$ cat src/rtl/dmem_arbiter_pkg.sv
// Shared definitions for the data-memory arbiter.
//   arb_state_e  : arbiter FSM state (ARB = normal arbitration, DBG_LOCK = debug owns memory)
//   PORT_CPU/DBG : index of each requester in the per-port vectors
//   DEF_MAX_WAIT : default starvation limit for the debug port
package dmem_arbiter_pkg;
  typedef enum logic {ARB = 1'b0, DBG_LOCK = 1'b1} arb_state_e;
  localparam int PORT_CPU     = 0;
  localparam int PORT_DBG     = 1;
  localparam int NUM_PORTS    = 2;
  localparam int DEF_MAX_WAIT = 8;
endpackage

$ cat src/rtl/dmem_arbiter_rsp.sv
// Per-port registered read-response stage.
//   i_clk, i_rst_n : clock, async active-low reset
//   i_granted      : this port owns the memory this cycle
//   i_we           : this port's access is a write
//   i_mem_rdata    : combinational memory read data
//   o_rvalid       : one-cycle pulse the cycle after a granted read
//   o_rdata        : captured read data, held until the next granted read
module dmem_arb_rsp
  import dmem_arbiter_pkg::*;
#(
  parameter int DW = 32
) (
  input  logic          i_clk,
  input  logic          i_rst_n,
  input  logic          i_granted,
  input  logic          i_we,
  input  logic [DW-1:0] i_mem_rdata,
  output logic          o_rvalid,
  output logic [DW-1:0] o_rdata
);
  logic          r_rvalid;
  logic [DW-1:0] r_rdata;
  logic          w_rd;

  assign w_rd = i_granted & ~i_we;

  always_ff @(posedge i_clk or negedge i_rst_n) begin
    if (!i_rst_n) begin
      r_rvalid <= 1'b0;
      r_rdata  <= '0;
    end else begin
      r_rvalid <= w_rd;
      if (w_rd) r_rdata <= i_mem_rdata;
    end
  end

  assign o_rvalid = r_rvalid;
  assign o_rdata  = r_rdata;
endmodule

$ cat src/rtl/dmem_arbiter.sv
// Two-port arbiter for the single-port data memory: CPU (M-stage) vs DBG (debug/loader).
// CPU has fixed priority; DBG is force-granted after MAX_WAIT denied cycles; DBG may
// lock the memory for bursts. Reads return one cycle after the grant.
//   i_clk, i_reset (async, active low)
//   i_cpu_* / o_cpu_* : CPU request, grant and read response
//   i_dbg_* / o_dbg_* : DBG request (with lock), grant and read response
//   o_mem_* / i_mem_rdata : memory side (combinational read data)
// Optional: define DMEM_ARB_STATS_EN to add saturating 16-bit grant/stall counters
// (o_cpu_grant_cnt, o_dbg_grant_cnt, o_cpu_stall_cnt).
module dmem_arbiter
  import dmem_arbiter_pkg::*;
#(
  parameter int AW       = 32,
  parameter int DW       = 32,
  parameter int MAX_WAIT = DEF_MAX_WAIT  // 1..255
) (
  input  logic          i_clk,
  input  logic          i_reset,
  input  logic          i_cpu_req,
  input  logic          i_cpu_we,
  input  logic [AW-1:0] i_cpu_addr,
  input  logic [DW-1:0] i_cpu_wdata,
  output logic          o_cpu_gnt,
  output logic          o_cpu_rvalid,
  output logic [DW-1:0] o_cpu_rdata,
  input  logic          i_dbg_req,
  input  logic          i_dbg_we,
  input  logic [AW-1:0] i_dbg_addr,
  input  logic [DW-1:0] i_dbg_wdata,
  input  logic          i_dbg_lock,
  output logic          o_dbg_gnt,
  output logic          o_dbg_rvalid,
  output logic [DW-1:0] o_dbg_rdata,
`ifdef DMEM_ARB_STATS_EN
  output logic [15:0]   o_cpu_grant_cnt,
  output logic [15:0]   o_dbg_grant_cnt,
  output logic [15:0]   o_cpu_stall_cnt,
`endif
  output logic          o_mem_we,
  output logic [AW-1:0] o_mem_addr,
  output logic [DW-1:0] o_mem_wdata,
  input  logic [DW-1:0] i_mem_rdata
);
  localparam logic [7:0] LP_MAX_WAIT = MAX_WAIT[7:0];

  arb_state_e r_state, w_state_nxt;
  logic [7:0] r_wait_cnt, w_wait_nxt;
  logic       w_cpu_gnt, w_dbg_gnt;

  always_ff @(posedge i_clk or negedge i_reset) begin
    if (!i_reset) begin
      r_state    <= ARB;
      r_wait_cnt <= '0;
    end else begin
      r_state    <= w_state_nxt;
      r_wait_cnt <= w_wait_nxt;
    end
  end

  always_comb begin
    w_state_nxt = r_state;
    w_wait_nxt  = '0;
    w_dbg_gnt   = 1'b0;
    w_cpu_gnt   = 1'b0;
    case (r_state)
      ARB: begin
        w_dbg_gnt = i_dbg_req & (~i_cpu_req | (r_wait_cnt == LP_MAX_WAIT));
        w_cpu_gnt = i_cpu_req & ~w_dbg_gnt;
        if (w_dbg_gnt & i_dbg_lock) w_state_nxt = DBG_LOCK;
        // Count consecutive denied DBG cycles; any grant or idle cycle restarts it.
        if (i_dbg_req & ~w_dbg_gnt)
          w_wait_nxt = (r_wait_cnt == LP_MAX_WAIT) ? r_wait_cnt : r_wait_cnt + 8'd1;
      end
      DBG_LOCK: begin
        // The cycle in which lock drops is still served as a locked cycle.
        w_dbg_gnt = i_dbg_req;
        if (~i_dbg_req | ~i_dbg_lock) w_state_nxt = ARB;
      end
      default: w_state_nxt = ARB;
    endcase
  end

  // Grants and write enable are combinational; mask them while reset is held so
  // nothing reaches the memory before the registers are released.
  assign o_cpu_gnt   = w_cpu_gnt & i_reset;
  assign o_dbg_gnt   = w_dbg_gnt & i_reset;
  assign o_mem_addr  = w_dbg_gnt ? i_dbg_addr  : i_cpu_addr;
  assign o_mem_wdata = w_dbg_gnt ? i_dbg_wdata : i_cpu_wdata;
  assign o_mem_we    = (o_cpu_gnt & i_cpu_we) | (o_dbg_gnt & i_dbg_we);

  logic [NUM_PORTS-1:0]         w_gnt, w_we, w_rvalid;
  logic [NUM_PORTS-1:0][DW-1:0] w_rdata;

  assign w_gnt[PORT_CPU] = o_cpu_gnt;
  assign w_gnt[PORT_DBG] = o_dbg_gnt;
  assign w_we[PORT_CPU]  = i_cpu_we;
  assign w_we[PORT_DBG]  = i_dbg_we;

  for (genvar p = 0; p < NUM_PORTS; p++) begin : g_rsp
    dmem_arb_rsp #(.DW(DW)) u_rsp (
      .i_clk       (i_clk),
      .i_rst_n     (i_reset),
      .i_granted   (w_gnt[p]),
      .i_we        (w_we[p]),
      .i_mem_rdata (i_mem_rdata),
      .o_rvalid    (w_rvalid[p]),
      .o_rdata     (w_rdata[p])
    );
  end

  assign o_cpu_rvalid = w_rvalid[PORT_CPU];
  assign o_cpu_rdata  = w_rdata[PORT_CPU];
  assign o_dbg_rvalid = w_rvalid[PORT_DBG];
  assign o_dbg_rdata  = w_rdata[PORT_DBG];

`ifdef DMEM_ARB_STATS_EN
  logic [15:0] r_cpu_grant_cnt, r_dbg_grant_cnt, r_cpu_stall_cnt;

  always_ff @(posedge i_clk or negedge i_reset) begin
    if (!i_reset) begin
      r_cpu_grant_cnt <= '0;
      r_dbg_grant_cnt <= '0;
      r_cpu_stall_cnt <= '0;
    end else begin
      if (o_cpu_gnt && r_cpu_grant_cnt != 16'hFFFF) r_cpu_grant_cnt <= r_cpu_grant_cnt + 16'd1;
      if (o_dbg_gnt && r_dbg_grant_cnt != 16'hFFFF) r_dbg_grant_cnt <= r_dbg_grant_cnt + 16'd1;
      if (i_cpu_req && !o_cpu_gnt && r_cpu_stall_cnt != 16'hFFFF)
        r_cpu_stall_cnt <= r_cpu_stall_cnt + 16'd1;
    end
  end

  assign o_cpu_grant_cnt = r_cpu_grant_cnt;
  assign o_dbg_grant_cnt = r_dbg_grant_cnt;
  assign o_cpu_stall_cnt = r_cpu_stall_cnt;
`endif
endmodule

$ cat config.mk
export PLATFORM = sky130hd
export DESIGN_NAME = dmem_arbiter
export DESIGN_NICKNAME = d
export VERILOG_FILES = /design/src/rtl/dmem_arbiter_pkg.sv /design/src/rtl/dmem_arbiter_rsp.sv /design/src/rtl/dmem_arbiter.sv
export SDC_FILE = /design/constraint.sdc
export NUM_CORES = 1
export LEC_CHECK = 0
export BUFFER_PORTS_ARGS = -buffer_cell sky130_fd_sc_hd__buf_2
export CORE_AREA = 2 2 116 118
export DETAILED_ROUTE_END_ITERATION = 10
export DIE_AREA = 0 0 118 120
export PLACE_DENSITY = 0.66
export SYNTH_ARGS = -nofsm -noshare
export SYNTH_HDL_FRONTEND = slang
export SYNTH_HIERARCHICAL = 1
export SYNTH_SLANG_ARGS = --single-unit
$ cat constraint.sdc
create_clock -name i_clk -period 6.8 [get_ports i_clk]
set_input_delay 0.68 -clock i_clk [delete_from_list [all_inputs] [get_ports i_clk]]
set_output_delay 0.68 -clock i_clk [all_outputs]
set_load 0.02 [all_outputs]
==> impl_metrics.json <==
{
  "hold_slack_ps": 503,
  "peakVddDrop_mv": 0.150,
  "drt-total-wl_mm": 13.3,
  "cts_max_level": 3,
  "netlist_instances": 265,
  "ys_async_sr_fraction_pct": 100,
  "synth_area_sq_um": 4150,
  "cts.sinks": 75,
  "routed_via_density": 4.51,
  "synth_nets": 434,
  "slowest_stage": "buf_4",
  "grt_pass1_wl_mm": 19.6,
  "place_congestion": 0.779,
  "cp_top_family": "buffers and inverters",
  "cts_resized": 0,
  "clk_latency_ps": 320,
  "r2r_cells": 9,
  "synth.largest_area_cell": "dfrtp_1",
  "drt-pass1-iter-count": 4,
  "vias": 3357,
  "maxCapViolCount": 0,
  "cp.required_ps": 6120,
  "clk_pin_slew_ps": 60,
  "cp_max_fo": 59,
  "drv_slew": 0,
  "outcome": "finished, final reports clean",
  "path_cells": "inv_1, ha_1, and4b_1, a22oi_2, buf_4, mux2_2, buf_2",
  "die_w_um": 118,
  "cp_num_cells": 7,
  "postCtsSetupBuffers": 0,
  "fp.dieArea_sq_um": 14200,
  "drc": 0,
  "synth.area.top_cells": "dfrtp_1 45%, mux2_4 31%, mux2_2 12%",
  "io_buffers": 299,
  "p_leak_nw": 3.20,
  "synth.most_common_cell": "mux2_4",
  "start_kind": "flip-flop",
  "dp_hpwl_mm": 10.7,
  "yosys-top-cells-count": "85 x mux2_4, 75 x dfrtp_1, 43 x mux2_2",
  "whs_path_depth": 1,
  "grt_overflow": 0,
  "grt_usage_pct": 18.1,
  "setup_tns_ps": 0,
  "area_delta_synth_final_pct": 44.6,
  "tightest_slew_ps": 946,
  "row_count": 42,
  "yosys.cell_types.count": 26,
  "fin_crit_ps": 3780,
  "syn-mean-instance-area_sq_um": 15.6,
  "core_region_area_sq_um": 13000,
  "antenna_found_initial": 2,
  "final_layout_size_suffix_gt1_share_pct": 79.2,
  "crit_end": "o_mem_addr[8]",
  "critPathMaxStageDelay_ps": 750,
  "critical_path_class": "reg -> out",
  "reg2reg_to": "g_rsp[1].u_rsp/o_rdata[5]$_DFFE_PN0P_",
  "ant_nets": 0,
  "die_h_um": 120,
  "setup_viol": 0,
  "wire_per_inst_um": 17.8,
  "fmax_ghz": 0.264,
  "dpl_cell_area_sq_um": 5690,
  "critPathArrivalTime_ps": 3100,
  "yosysTopAreaCellShare_pct": 45.3,
  "ys_warn_count": 6,
  "fin_skew_ps": 8.60,
  "cts_hold_buffers": 0,
  "critPathCaptureType": "output pin",
  "hold_viol": 0,
  "pwr_density_cell_nw_per_um2": 269,
  "fin_crit_sh_pct": 55.6,
  "seq_area_frac_synth_pct": 45.3,
  "rrSetupSlack_ps": 3520,
  "first_global_vias": 3525,
  "drt-initial-drc-count": 125,
  "hold_class": "reg -> reg",
  "io_pins": 300,
  "tritoncts": "built",
  "ys_ff_latch": 75,
  "grt_setup_unrepaired": "no",
  "cts_root_buf": "clkbuf_16",
  "cts_buffer_depth": 2,
  "crit_start": "r_wait_cnt[0]$_DFFE_PN0P_",
  "final_nets": 732,
  "fin_area_sq_um": 6000,
  "cts_buffers": 9,
  "start_util_pct": 31.9,
  "max_slew_margin_pct": 37.0,
  "grt_max_degree": 79,
  "synthFlopType": "dfrtp_1",
  "synth_edf_count": 0,
  "reg2reg_from": "r_wait_cnt[0]$_DFFE_PN0P_",
  "critical_path_buf_inv_count": 3
}
[kinds of logic (layout without fill, tap and decap cells)]
| logic type | after synthesis | after routing | synth area share (%) |
|---|---|---|---|
| buf+inv | 22 | 325 | 5.52 |
| other cells | 0 | 1 | 0 |
| mux | 128 | 128 | 42.5 |
| xor+xnor | 3 | 3 | 0.634 |
| compound gates | 11 | 11 | 1.81 |
| simple gates | 24 | 24 | 3.71 |
| fa+ha+maj | 2 | 2 | 0.603 |
| flops | 75 | 75 | 45.3 |
[cell type report]
type | instances | area (sq um)
Fill cell | 1219 | 6980
Sequential cell | 75 | 1880
Clock buffer | 10 | 239
Antenna cell | 1 | 2.50
Tap cell | 176 | 220
Clock inverter | 6 | 70.1
Timing Repair Buffer | 302 | 1520
Inverter | 7 | 26.3
Multi-Input combinational cell | 168 | 2040
[metal layers]
layer	routed length, um	part of all wire [%]	up-vias	global-route usage (%)
li1	-	-	1540	-
met5	13	0.098	-	0
met3	1030	7.7	10	5.85
met2	6290	47	152	28.7
met1	5770	44	1653	23.9
met4	155	1.2	2	4.44
[worst reg2reg max path, stage by stage, from the launching register on]
cell	delay, ps
dfrtp_1	430
inv_1	70
ha_1	210
and4b_1	230
a22oi_2	470
buf_4	750
nor2_1	130
nor2b_4	160
buf_4	290
mux2_4	420
[flip-flops by register name, indices dropped and copies added, names as in the netlist]
signal                cells
g_rsp.u_rsp/o_rdata      64
r_wait_cnt                8
g_rsp.u_rsp/o_rvalid      2
r_state                   1
[cell usage in the layout, fill, tap and decap left out]
master	n
clkbuf_8	1
a21oi_1	3
xnor2_1	1
o21bai_1	1
inv_1	7
mux2_2	43
clkbuf_16	9
buf_2	298
nand4_1	1
a211oi_1	2
buf_4	4
bufinv_16	1
a22oi_2	1
and4b_1	1
ha_1	2
nand2b_1	1
nor2_1	7
mux2_4	85
nor4_4	1
clkinv_2	1
nand3_1	4
dfrtp_1	75
clkinv_4	1
nand2_1	3
or3_1	3
nor2b_1	1
o21ai_0	3
diode_2	1
xor2_1	2
a311o_1	1
inv_6	3
nor2b_4	2
[power breakdown]
| part | internal, mW | switching [mW] | total (mW) |
|---|---|---|---|
| clock | 0.298 | 0.186 | 0.484 |
| sequential | 0.533 | 0.0473 | 0.580 |
| combinational | 0.263 | 0.287 | 0.550 |
| total | 1.09 | 0.521 | 1.61 |
[how the worst min path moves through the flow]
stage / from / endpoint / slack (ps)
finish: g_rsp[1].u_rsp/o_rdata[29]$_DFFE_PN0P_ / g_rsp[1].u_rsp/o_rdata[29]$_DFFE_PN0P_ / 500
global route: g_rsp[0].u_rsp/o_rdata[2]$_DFFE_PN0P_ / g_rsp[0].u_rsp/o_rdata[2]$_DFFE_PN0P_ / 520
CTS: g_rsp[0].u_rsp/o_rdata[0]$_DFFE_PN0P_ / g_rsp[0].u_rsp/o_rdata[0]$_DFFE_PN0P_ / 510
detailed placement: g_rsp[1].u_rsp/o_rdata[11]$_DFFE_PN0P_ / g_rsp[1].u_rsp/o_rdata[11]$_DFFE_PN0P_ / 490
global placement: g_rsp[1].u_rsp/o_rdata[29]$_DFFE_PN0P_ / g_rsp[1].u_rsp/o_rdata[29]$_DFFE_PN0P_ / 490
floorplan: i_reset / g_rsp[0].u_rsp/o_rdata[0]$_DFFE_PN0P_ / 380
[per-stage QoR]
stage	total power, mW	std cells	setup slack, ps	util [%]
final	1.61	745	3020	46.2
after global routing	1.69	744	2850	46.2
after CTS	1.63	744	2970	46.2
after detailed placement	1.14	728	3220	43.8
after global placement	1.13	728	3330	43.8
after floorplan	0.933	265	4250	-
Power figures use the tool's default switching activity.
